## config.mk

```make
export PLATFORM = sky130hd
export DESIGN_NAME = piso_tx
export DESIGN_NICKNAME = d
export VERILOG_FILES = /design/src/rtl/piso_pkg.sv /design/src/rtl/piso_frame_cnt.sv /design/src/rtl/piso_tx.sv
export SDC_FILE = /design/constraint.sdc
export NUM_CORES = 1
export LEC_CHECK = 0
export ABC_AREA = 1
export CAP_MARGIN = 10
export CELL_PAD_IN_SITES_DETAIL_PLACEMENT = 0
export CELL_PAD_IN_SITES_GLOBAL_PLACEMENT = 1
export CORE_MARGIN = 2
export CORE_UTILIZATION = 30
export CTS_CLUSTER_DIAMETER = 150
export DETAILED_ROUTE_END_ITERATION = 10
export PLACE_DENSITY = 0.75
export RECOVER_POWER = 25
export SETUP_SLACK_MARGIN = 0.4
export SLEW_MARGIN = 20
export SYNTH_ARGS = -nofsm -noshare
export SYNTH_HDL_FRONTEND = slang
export SYNTH_HIERARCHICAL = 1
export SYNTH_SLANG_ARGS = --single-unit
```

## constraint.sdc

```tcl
create_clock -name clk -period 1.1 [get_ports clk]
set_clock_uncertainty 0.1 [all_clocks]
set_input_delay 0.22 -clock clk [delete_from_list [all_inputs] [get_ports clk]]
set_output_delay 0.22 -clock clk [all_outputs]
set_load 0.01 [all_outputs]
```

## src/rtl/piso_pkg.sv

```systemverilog
// ============================================================================
//  piso_pkg : shared state encoding and frame-length helper for piso_tx
//  Optional macro: PISO_PARITY_EN (appends an even-parity bit to every frame)
//  Revision: 1.0
// ============================================================================
`default_nettype none

package piso_pkg;

    typedef enum logic [1:0] {
        IDLE   = 2'd0,
        SHIFT  = 2'd1,
        PARITY = 2'd2
    } state_t;

    function automatic int FRAME_LEN(input int width);
`ifdef PISO_PARITY_EN
        return width + 1;
`else
        return width;
`endif
    endfunction

endpackage

`default_nettype wire

```

## src/rtl/piso_frame_cnt.sv

```systemverilog
// ============================================================================
//  piso_frame_cnt : data-bit counter with clear/enable, reports the final bit
//  and the bit just before it.
//  Revision: 1.0
// ============================================================================
`default_nettype none

module piso_frame_cnt #(
    parameter int WIDTH = 4
) (
    input  logic clk,
    input  logic rst,
    input  logic clr,
    input  logic en,
    output logic near,
    output logic tc
);

    localparam int                c_cnt_w = $clog2(WIDTH);
    localparam logic [c_cnt_w-1:0] c_last  = c_cnt_w'(WIDTH - 1);
    localparam logic [c_cnt_w-1:0] c_near  = c_cnt_w'(WIDTH - 2);

    logic [c_cnt_w-1:0] r_cnt;

    always_ff @(posedge clk or posedge rst) begin
        if (rst) begin
            r_cnt <= '0;
        end else if (clr) begin
            r_cnt <= '0;
        end else if (en) begin
            r_cnt <= r_cnt + c_cnt_w'(1);
        end
    end

    assign tc   = (r_cnt == c_last);
    assign near = (r_cnt == c_near);

endmodule

`default_nettype wire

```

## src/rtl/piso_tx.sv

```systemverilog
// ============================================================================
//  piso_tx : parallel-in serial-out transmitter, MSB first, ready/load accept.
//  Optional macro: PISO_PARITY_EN (adds trailing even-parity bit)
//  Revision: 1.0
// ============================================================================
`default_nettype none

module piso_tx
    import piso_pkg::*;
#(
    parameter int WIDTH = 4
) (
    input  logic             clk,
    input  logic             rst,
    input  logic [WIDTH-1:0] din,
    input  logic             load,
    output logic             ready,
    output logic             q,
    output logic             busy,
    output logic             last
);

`ifdef PISO_PARITY_EN
    localparam bit c_parity_en = 1'b1;
`else
    localparam bit c_parity_en = 1'b0;
`endif

    state_t             r_state, w_state_nxt;
    logic [WIDTH-1:0]   r_shreg, w_shreg_nxt;
    logic               r_q, w_q_nxt;
    logic               r_busy, w_busy_nxt;
    logic               r_last, w_last_nxt;
    logic               r_ready, w_ready_nxt;
    logic               w_cnt_clr, w_cnt_en;
    logic               w_near, w_tc;
`ifdef PISO_PARITY_EN
    logic               r_par, w_par_nxt;
`endif

    piso_frame_cnt #(.WIDTH(WIDTH)) u_cnt (
        .clk  (clk),
        .rst  (rst),
        .clr  (w_cnt_clr),
        .en   (w_cnt_en),
        .near (w_near),
        .tc   (w_tc)
    );

    always_ff @(posedge clk or posedge rst) begin
        if (rst) begin
            r_state <= IDLE;
            r_shreg <= '0;
            r_q     <= 1'b0;
            r_busy  <= 1'b0;
            r_last  <= 1'b0;
            r_ready <= 1'b1;
`ifdef PISO_PARITY_EN
            r_par   <= 1'b0;
`endif
        end else begin
            r_state <= w_state_nxt;
            r_shreg <= w_shreg_nxt;
            r_q     <= w_q_nxt;
            r_busy  <= w_busy_nxt;
            r_last  <= w_last_nxt;
            r_ready <= w_ready_nxt;
`ifdef PISO_PARITY_EN
            r_par   <= w_par_nxt;
`endif
        end
    end

    // Outputs are computed one cycle ahead so every port comes straight from a flop.
    always_comb begin
        w_state_nxt = r_state;
        w_shreg_nxt = r_shreg;
        w_q_nxt     = 1'b0;
        w_busy_nxt  = 1'b0;
        w_last_nxt  = 1'b0;
        w_ready_nxt = 1'b0;
        w_cnt_clr   = 1'b0;
        w_cnt_en    = 1'b0;
`ifdef PISO_PARITY_EN
        w_par_nxt   = r_par;
`endif
        case (r_state)
            IDLE: begin
                w_ready_nxt = 1'b1;
                if (load && r_ready) begin
                    w_shreg_nxt = din;
                    w_q_nxt     = din[WIDTH-1];
                    w_busy_nxt  = 1'b1;
                    w_ready_nxt = 1'b0;
                    w_cnt_clr   = 1'b1;
                    w_state_nxt = SHIFT;
`ifdef PISO_PARITY_EN
                    w_par_nxt   = ^din;
`endif
                end
            end
            SHIFT: begin
                if (!w_tc) begin
                    w_shreg_nxt = r_shreg << 1;
                    w_q_nxt     = r_shreg[WIDTH-2];
                    w_busy_nxt  = 1'b1;
                    w_last_nxt  = w_near & ~c_parity_en;
                    w_cnt_en    = 1'b1;
                end else begin
`ifdef PISO_PARITY_EN
                    w_q_nxt     = r_par;
                    w_busy_nxt  = 1'b1;
                    w_last_nxt  = 1'b1;
                    w_state_nxt = PARITY;
`else
                    w_ready_nxt = 1'b1;
                    w_state_nxt = IDLE;
`endif
                end
            end
`ifdef PISO_PARITY_EN
            PARITY: begin
                w_ready_nxt = 1'b1;
                w_state_nxt = IDLE;
            end
`endif
            default: begin
                w_ready_nxt = 1'b1;
                w_state_nxt = IDLE;
            end
        endcase
    end

    assign q     = r_q;
    assign busy  = r_busy;
    assign last  = r_last;
    assign ready = r_ready;

endmodule

`default_nettype wire

```

Word-level counts from Yosys, hierarchy flattened --
Index checks and enable logic that the tools add are counted. Widths: inputs -> output; s select.
Word-level totals: register bits 11, input port bits 7
Operators by class: $add $sub $neg 1, equal/unequal tests 6, mux-type cells 21, reductions and logical operators 6
Operators by type and width (count):
- $mux 1 | 10
- $mux 2 | 4
- $mux 3 | 2
- $ne 2x2->1 const B | 3
- $pmux 1 s2 | 3
- $pmux 3 s2 | 1
- $eq 2x2->1 const B | 2
- $pmux 2 s2 | 1
- $reduce_bool 2->1 | 2
- $reduce_and 3->1 | 1
- $add 2x1->2 const B | 1
- $eq 2x1->1 const B | 1
- $logic_not 2->1 | 1
- $reduce_and 2->1 | 1
- $logic_and 1x1->1 | 1

Logic depth before layout (Yosys ltp) --
depth in word-level cells 5, gate-level depth with buffers 7, mapped depth without buffers 7

Hierarchy --
The synthesis kept the hierarchy.
Modules (own cells, without submodules):
- piso_tx | times used 1, cells an instance 38, area an instance 341.6 um^2, sequential area each 201.4 um^2
- piso_frame_cnt | times used 1, cells an instance 15, area an instance 116.4 um^2, sequential area each 50.0 um^2

Worst setup path before layout --
OpenSTA, ideal clock, no wires.
path type register -> register, from reg u_cnt.r_cnt[0], to reg u_cnt.r_cnt[0], library setup time 117 ps, data arrival time 957 ps, required time 883 ps, slack -74 ps, stages on the path, launching flop included 8, clock period less this slack 1174 ps, path through dfrtp_1 -> ha_1 -> inv_1 -> nand2_2 -> clkinv_1 -> nand2_1 -> nand2_1 -> nor2_1
Between the ends: longest elaborated chain between the ends 4, elaborated cells on any way between the ends 7
RTL lines:
- from (decl) | RTL line piso_frame_cnt.sv:23 | logic [c_cnt_w-1:0] r_cnt;
- from (signal assigned) | RTL line piso_frame_cnt.sv:31 | r_cnt <= r_cnt + c_cnt_w'(1);
- $eq 2x2->1 | RTL line piso_frame_cnt.sv:35 | assign tc = (r_cnt == c_last);
- via w_tc | RTL line piso_tx.sv:36 | logic w_near, w_tc;
- $mux 1 | RTL line piso_tx.sv:103 | if (!w_tc) begin
- $mux 1 | RTL line piso_tx.sv:87 | case (r_state)
- via w_cnt_en | RTL line piso_tx.sv:35 | logic w_cnt_clr, w_cnt_en;
- $reduce_bool 2->1 (no line)
The timed path passes the listed nets, and every way through them passes these cells. The select of a mux whose other input is x is not followed. A chain may end at the register's enable or synchronous reset.

Worst setup path in the final report --
from reg r_ready (netlist: ready), to out ready
RTL lines:
- from (decl) | RTL line piso_tx.sv:34 | logic r_ready, w_ready_nxt;
- from (signal assigned) | RTL line piso_tx.sv:67 | r_ready <= w_ready_nxt;
- to (decl) | RTL line piso_tx.sv:17 | output logic ready,
No word-level cell between the ends.

==> out/metrics.cfg <==
[outcome]
outcome = finished, violations left
violations = negative setup slack

[sta]
setup_slack_ns = -0.131
worst_pin_slew_ns = 0.185
max_slew_margin = 0.877
fin_setup_tns_ns = -0.493
fin_crit_sh = 1.12
fmax_mhz = 813
hold_ws_ns = 0.203
report.final.setup_viol = 7
fin_crit_ns = 1.23
hold_violations = 0
rsz0062_at_grt = true
finalMaxSlewViolations = 0

[clock_network]
h-tree-depth = 1
cts_buffer_depth = 2
cts_inserted_buffers = 3
clock_sinks = 10
postCtsHoldBufs = 0
path_clk_slew_ns = 0.07
cts_tree = yes
clkLatencyLatePin_ns = 0.27
cts_root_buffer = clkbuf_4

[setup_path]
crit_required_ns = 0.78
cp_max_fo = 2
end_kind = output pin
cp.arrival_ns = 0.91
max_stage_delay_ns = 0.55
path_cells = buf_6
cp_num_buf_inv = 1
critical_path.top_delay_family = flip-flops
path_class = register to output pin
start_kind = register
crit_slowest_cell = dfstp_2

[yosys]
syn_inst = 53
ys_ff_latch = 10
synth_top_family_by_area = simple AND/OR/NAND/NOR gates
yosys-top-cells-area = dfrtp_1 49%, nand2_1 16%, dfstp_2 5.7%
synthMuxAreaShare = 0
synth.top_cell.area_share = 0.492
synthSimpleGateAreaFrac = 0.314
synth_area_per_cell_um2 = 8.64
synth_area_um2 = 458
yosysTopAreaCell = dfrtp_1
synth_adder_area_share = 0.0546
synth.net_count = 62
yosys_warnings = 6
synth-xor-area-share = 0
synth_compound_area_frac = 0
ys_types = 12
ys_seq_area_frac = 0.549

[layout]
num-fill-cells = 157
design_area_um2 = 711
drive_gt1_frac = 0.434
nets = 86
antenna_cells = 0
area_growth_pct = 55.2
finalNonFillerCells = 92

[placement]
gp_congestion = 0.662
numPortBuffers = 10
post_dp_cell_area_um2 = 628
dp_hpwl_um = 597
dp.cells = 84

[worst_hold_path]
hold_path.class = primary input to asynchronous set/reset pin

[floorplanning]
die_h_um = 43.1
core_um2 = 1470
dieArea_um2 = 1860
die_x_um = 43.1
rows = 14
initial_core_util = 0.311
io_pins = 11

[global_route]
grt_overflow = 0
grt_max_degree = 9
grt_pass1_vias = 366
grt_use_total = 0.117
grt_antenna_before_repair = 0
grt_pass1_wl_um = 1500

[pwr]
p_per_area_nw_per_um2 = 2920
vdd_ir_drop_max_mv = 0.949
p_leak_nw = 0.381

[drt]
antenna_left = 0
drc = 0
drt_iter0_drc = 8
wire_per_inst_um = 8.95
vias_per_cell = 4.12
dr.pass1.iters = 4
wl_um = 823
num_vias = 379

[flow_run]
drv_cap = 0

[Yosys cell counts]
cell,count
dfrtp_1,9
inv_1,6
inv_2,3
nand3_4,1
nand2_4,1
nand2_1,20
dfstp_2,1
clkinv_1,1
nor2_1,5
ha_1,2
nand3_1,3
nand2_2,1
[power by group]
group	internal, W	switching, W	total, W
sequential	0.000560	0.000100	0.000660
combinational	0.000535	0.000545	0.00108
clock	0.000201	0.000136	0.000337
[placed cells by master (no fill, tap or decap), types with 4 or more instances in the layout]
master / synthesis / final
nor2_1: 5 / 4
buf_4: 0 / 6
buf_6: 0 / 4
clkdlybuf4s50_1: 0 / 5
inv_2: 3 / 5
nand2_1: 20 / 17
dfrtp_1: 9 / 9
[sequential cells by signal, indices dropped and copies added, names as in the netlist]
register / flops
ready: 1
last: 1
r_state: 1
u_cnt/r_cnt: 2
q: 1
r_shreg: 3
busy: 1
[logic make-up (layout without fill, tap and decap cells)]
| group | count (synthesis) | in the layout |
|---|---|---|
| flops | 10 | 10 |
| fa+ha+maj | 2 | 2 |
| simple gates | 31 | 31 |
| buf+inv | 10 | 33 |
[worst paths after layout]
| path | from | end | slack (ns) | depth (start not counted) |
|---|---|---|---|---|
| setup reg to reg | ready$_DFF_PP1_ | u_cnt/r_cnt[0]$_DFFE_PP0P_ | -0.10 | 6 |
| min in group clk | din[0] | r_shreg[0]$_DFFE_PP0P_ | 0.39 | 3 |
| max in group asynchronous | rst | ready$_DFF_PP1_ | 0.42 | 2 |
| hold / removal | rst | u_cnt/r_cnt[1]$_DFFE_PP0P_ | 0.20 | 2 |
| setup / recovery | ready$_DFF_PP1_ | ready | -0.13 | 1 |
| hold reg to reg | r_shreg[2]$_DFFE_PP0P_ | q$_DFF_PP0_ | 0.40 | 2 |
[routing by layer]
layer / vias to the layer above / wire (um) / GRT usage
met5: - / 0 / 0
met4: 0 / 35 / 0.109
met3: 4 / 35 / 0.0255
met2: 11 / 391 / 0.170
met1: 161 / 360 / 0.142
li1: 203 / - / -
[repair_timing]
| action | 4_1_cts | 5_1_grt |
|---|---|---|
| gates resized for setup | 20 | 7 |
| pin swaps | 1 | 4 |
| hold endpoints to repair | 0 | 0 |
| gates cloned | 0 | 0 |
| setup buffers | 3 | 1 |
| setup endpoints to repair | 14 | 15 |
[area by class of cell]
type	instances	area [um^2]	area share
Timing Repair Buffer	19	165	0.232
Tap cell	16	20.0	0.0282
Sequential cell	10	251	0.354
Multi-Input combinational cell	33	191	0.269
Clock buffer	4	36.3	0.0511
Inverter	10	46.3	0.0651
[metrics by stage]
stage          worst slack [ns]  utilization  power (W)
6_report                 -0.131        0.483    0.00208
4_1_cts                  -0.130        0.464    0.00200
3_3_place_gp             -0.245        0.427    0.00159
5_1_grt                  -0.182        0.483    0.00226
2_1_floorplan           0.00823            -    0.00121
3_5_place_dp             -0.248        0.427    0.00159
Note: power is estimated with default switching activity, not from simulation.
==> RTL change (same flow settings) <==
`c_parity_en`: 1'b0 -> 1'b1.
--- a/src/rtl/piso_tx.sv
+++ b/src/rtl/piso_tx.sv
@@ -23,7 +23,7 @@
 `ifdef PISO_PARITY_EN
     localparam bit c_parity_en = 1'b1;
 `else
-    localparam bit c_parity_en = 1'b0;
+    localparam bit c_parity_en = 1'b1;
 `endif
 
     state_t             r_state, w_state_nxt;
Check against the original RTL: not equivalent (a bounded check fails within 10 cycles, from zero or initial values and one cycle with rst high).
==> RTL change against the unedited design <==
The flow still finishes with violations (negative setup slack). Clock power shrank 24%. Design area shrank 8.6%. Hold slack lost 0.039 ns. Sequential cell count shrank 1. Die area shrank 3.2%. Power shrank 9.0%. Non-clock buffer count shrank 4. Register-to-register slack gained 0.02 ns. Setup slack gained 0.00065 ns. Count of clock-buffer cells in the layout is the same. Wire length shrank 0.73%. Sequential power shrank 7.4%. Area after synthesis shrank 3.6%. Critical path type unchanged. Largest power group unchanged.
==> RTL change: results (changes against the unedited design) <==
global_route:
  grtUsageTotal_pct: 9.964  # -1.8 points
  grt_max_degree: 8  # -1
  grtUsageMet1_pct: 11.41  # -2.8 points
  grt_pass1_wl_um: 1276  # -15%
  grt_pass1_vias: 312  # -15%
  met3_usage_pct: 2.586  # +0.033 points
  use_met2_pct: 14.77  # -2.2 points
layout:
  clock_area_share_pct: 4.046  # -1.1 points
  bufAreaShareNonClock_pct: 21.19  # -2.0 points
  final_core_util_pct: 48.69  # +0.39 points
  multi_input_area_um2: 201.4  # +5.2%
  seqCellArea_um2: 226.5  # -10%
  seq_cell_count: 9  # -1
  num-nonclk-inverters: 9  # -1
  drive_gt1_share_pct: 47.14  # +3.7 points
  buffers: 15  # -4
  fillCellCount: 144  # -8.3%
placed_design:
  place_congestion: 0.6874  # +3.8%
  place_ws_ns: -0.2488  # -0.001005 ns
  portBuffers: 9  # -1
  dp_hpwl_um: 551.4  # -7.6%
  dp.cells: 79  # -6.0%
power_and_ir_drop:
  p_leak_nw: 0.3451  # -9.4%
  power_frac_comb_pct: 54.1  # +2.1 points
  total_power_mw: 1.890  # -9.0%
  peakVddDrop_uv: 945.1  # -0.44%
  clock_power_share_pct: 13.5  # -2.7 points
floorplanning:
  core_area_um2: 1334  # -9.4%
logic_synthesis:
  yosys-top-cells-count: "18 x nand2_1, 8 x dfrtp_1, 6 x inv_1"
  synth_fp_nets: 61  # -1.6%
  synthAdderAreaFrac_pct: 5.666  # +0.20 points
  yosysSeqAreaShare_pct: 51.27  # -3.6 points
  synth_cell_types: 13  # +1
  ys_top_cells_by_area: "dfrtp_1 45%, nand2_1 15%, dfstp_2 5.9%"
sta:
  setup_viol: 9  # +2
  whs_ns: 0.1643  # -0.03873 ns
  tns_ns: -0.4746  # +0.01883 ns
  setup_ws_ns: -0.1300  # +0.0006490 ns
drt:
  wl_met3_um: 48  # +37%
  via_count: 348  # -8.2%
  met2WireLength_um: 372  # -4.9%
  drt_iter0_markers: 4  # -4
outcome:
  violations: "negative setup slack"
  status: "finished, violations left"
setup_path:
  reg2reg_slack_ns: -0.08  # +0.02 ns
-- RTL change: cell count changes after synthesis --
cell,delta
conb_1,+1
nor2_1,-1
dfrtp_1,-1
nand2_2,+2
clkinv_1,-1
nand2_1,-2
buf_4,+1
-- RTL change: repair_timing --
| item | in CTS | in global routing |
|---|---|---|
| endpoints found under the setup margin | 12 | 12 |
| buffers inserted | 1 | 1 |
| gates resized for setup | 14 | 12 |
| pin swaps | 0 | 7 |
-- RTL change: final timing paths --
check                           start        endpoint  depth (start not counted)
setup / recovery                ready           ready                          1
hold / removal                    rst  u_cnt/r_cnt[0]                          2
setup reg to reg                ready  u_cnt/r_cnt[0]                          6
hold reg to reg            r_shreg[2]               q                          2
max in group asynchronous         rst           ready                          2
min in group clk               din[0]      r_shreg[0]                          3
-- RTL change: cell families (layout without fill, tap and decap cells) --
kind of cell | count (synthesis) | after routing
adder cells (fa/ha/maj) | 2 | 2
buffers and inverters | 10 | 28
flip-flops | 9 | 9
other | 1 | 1
AND/OR/NAND/NOR | 30 | 30
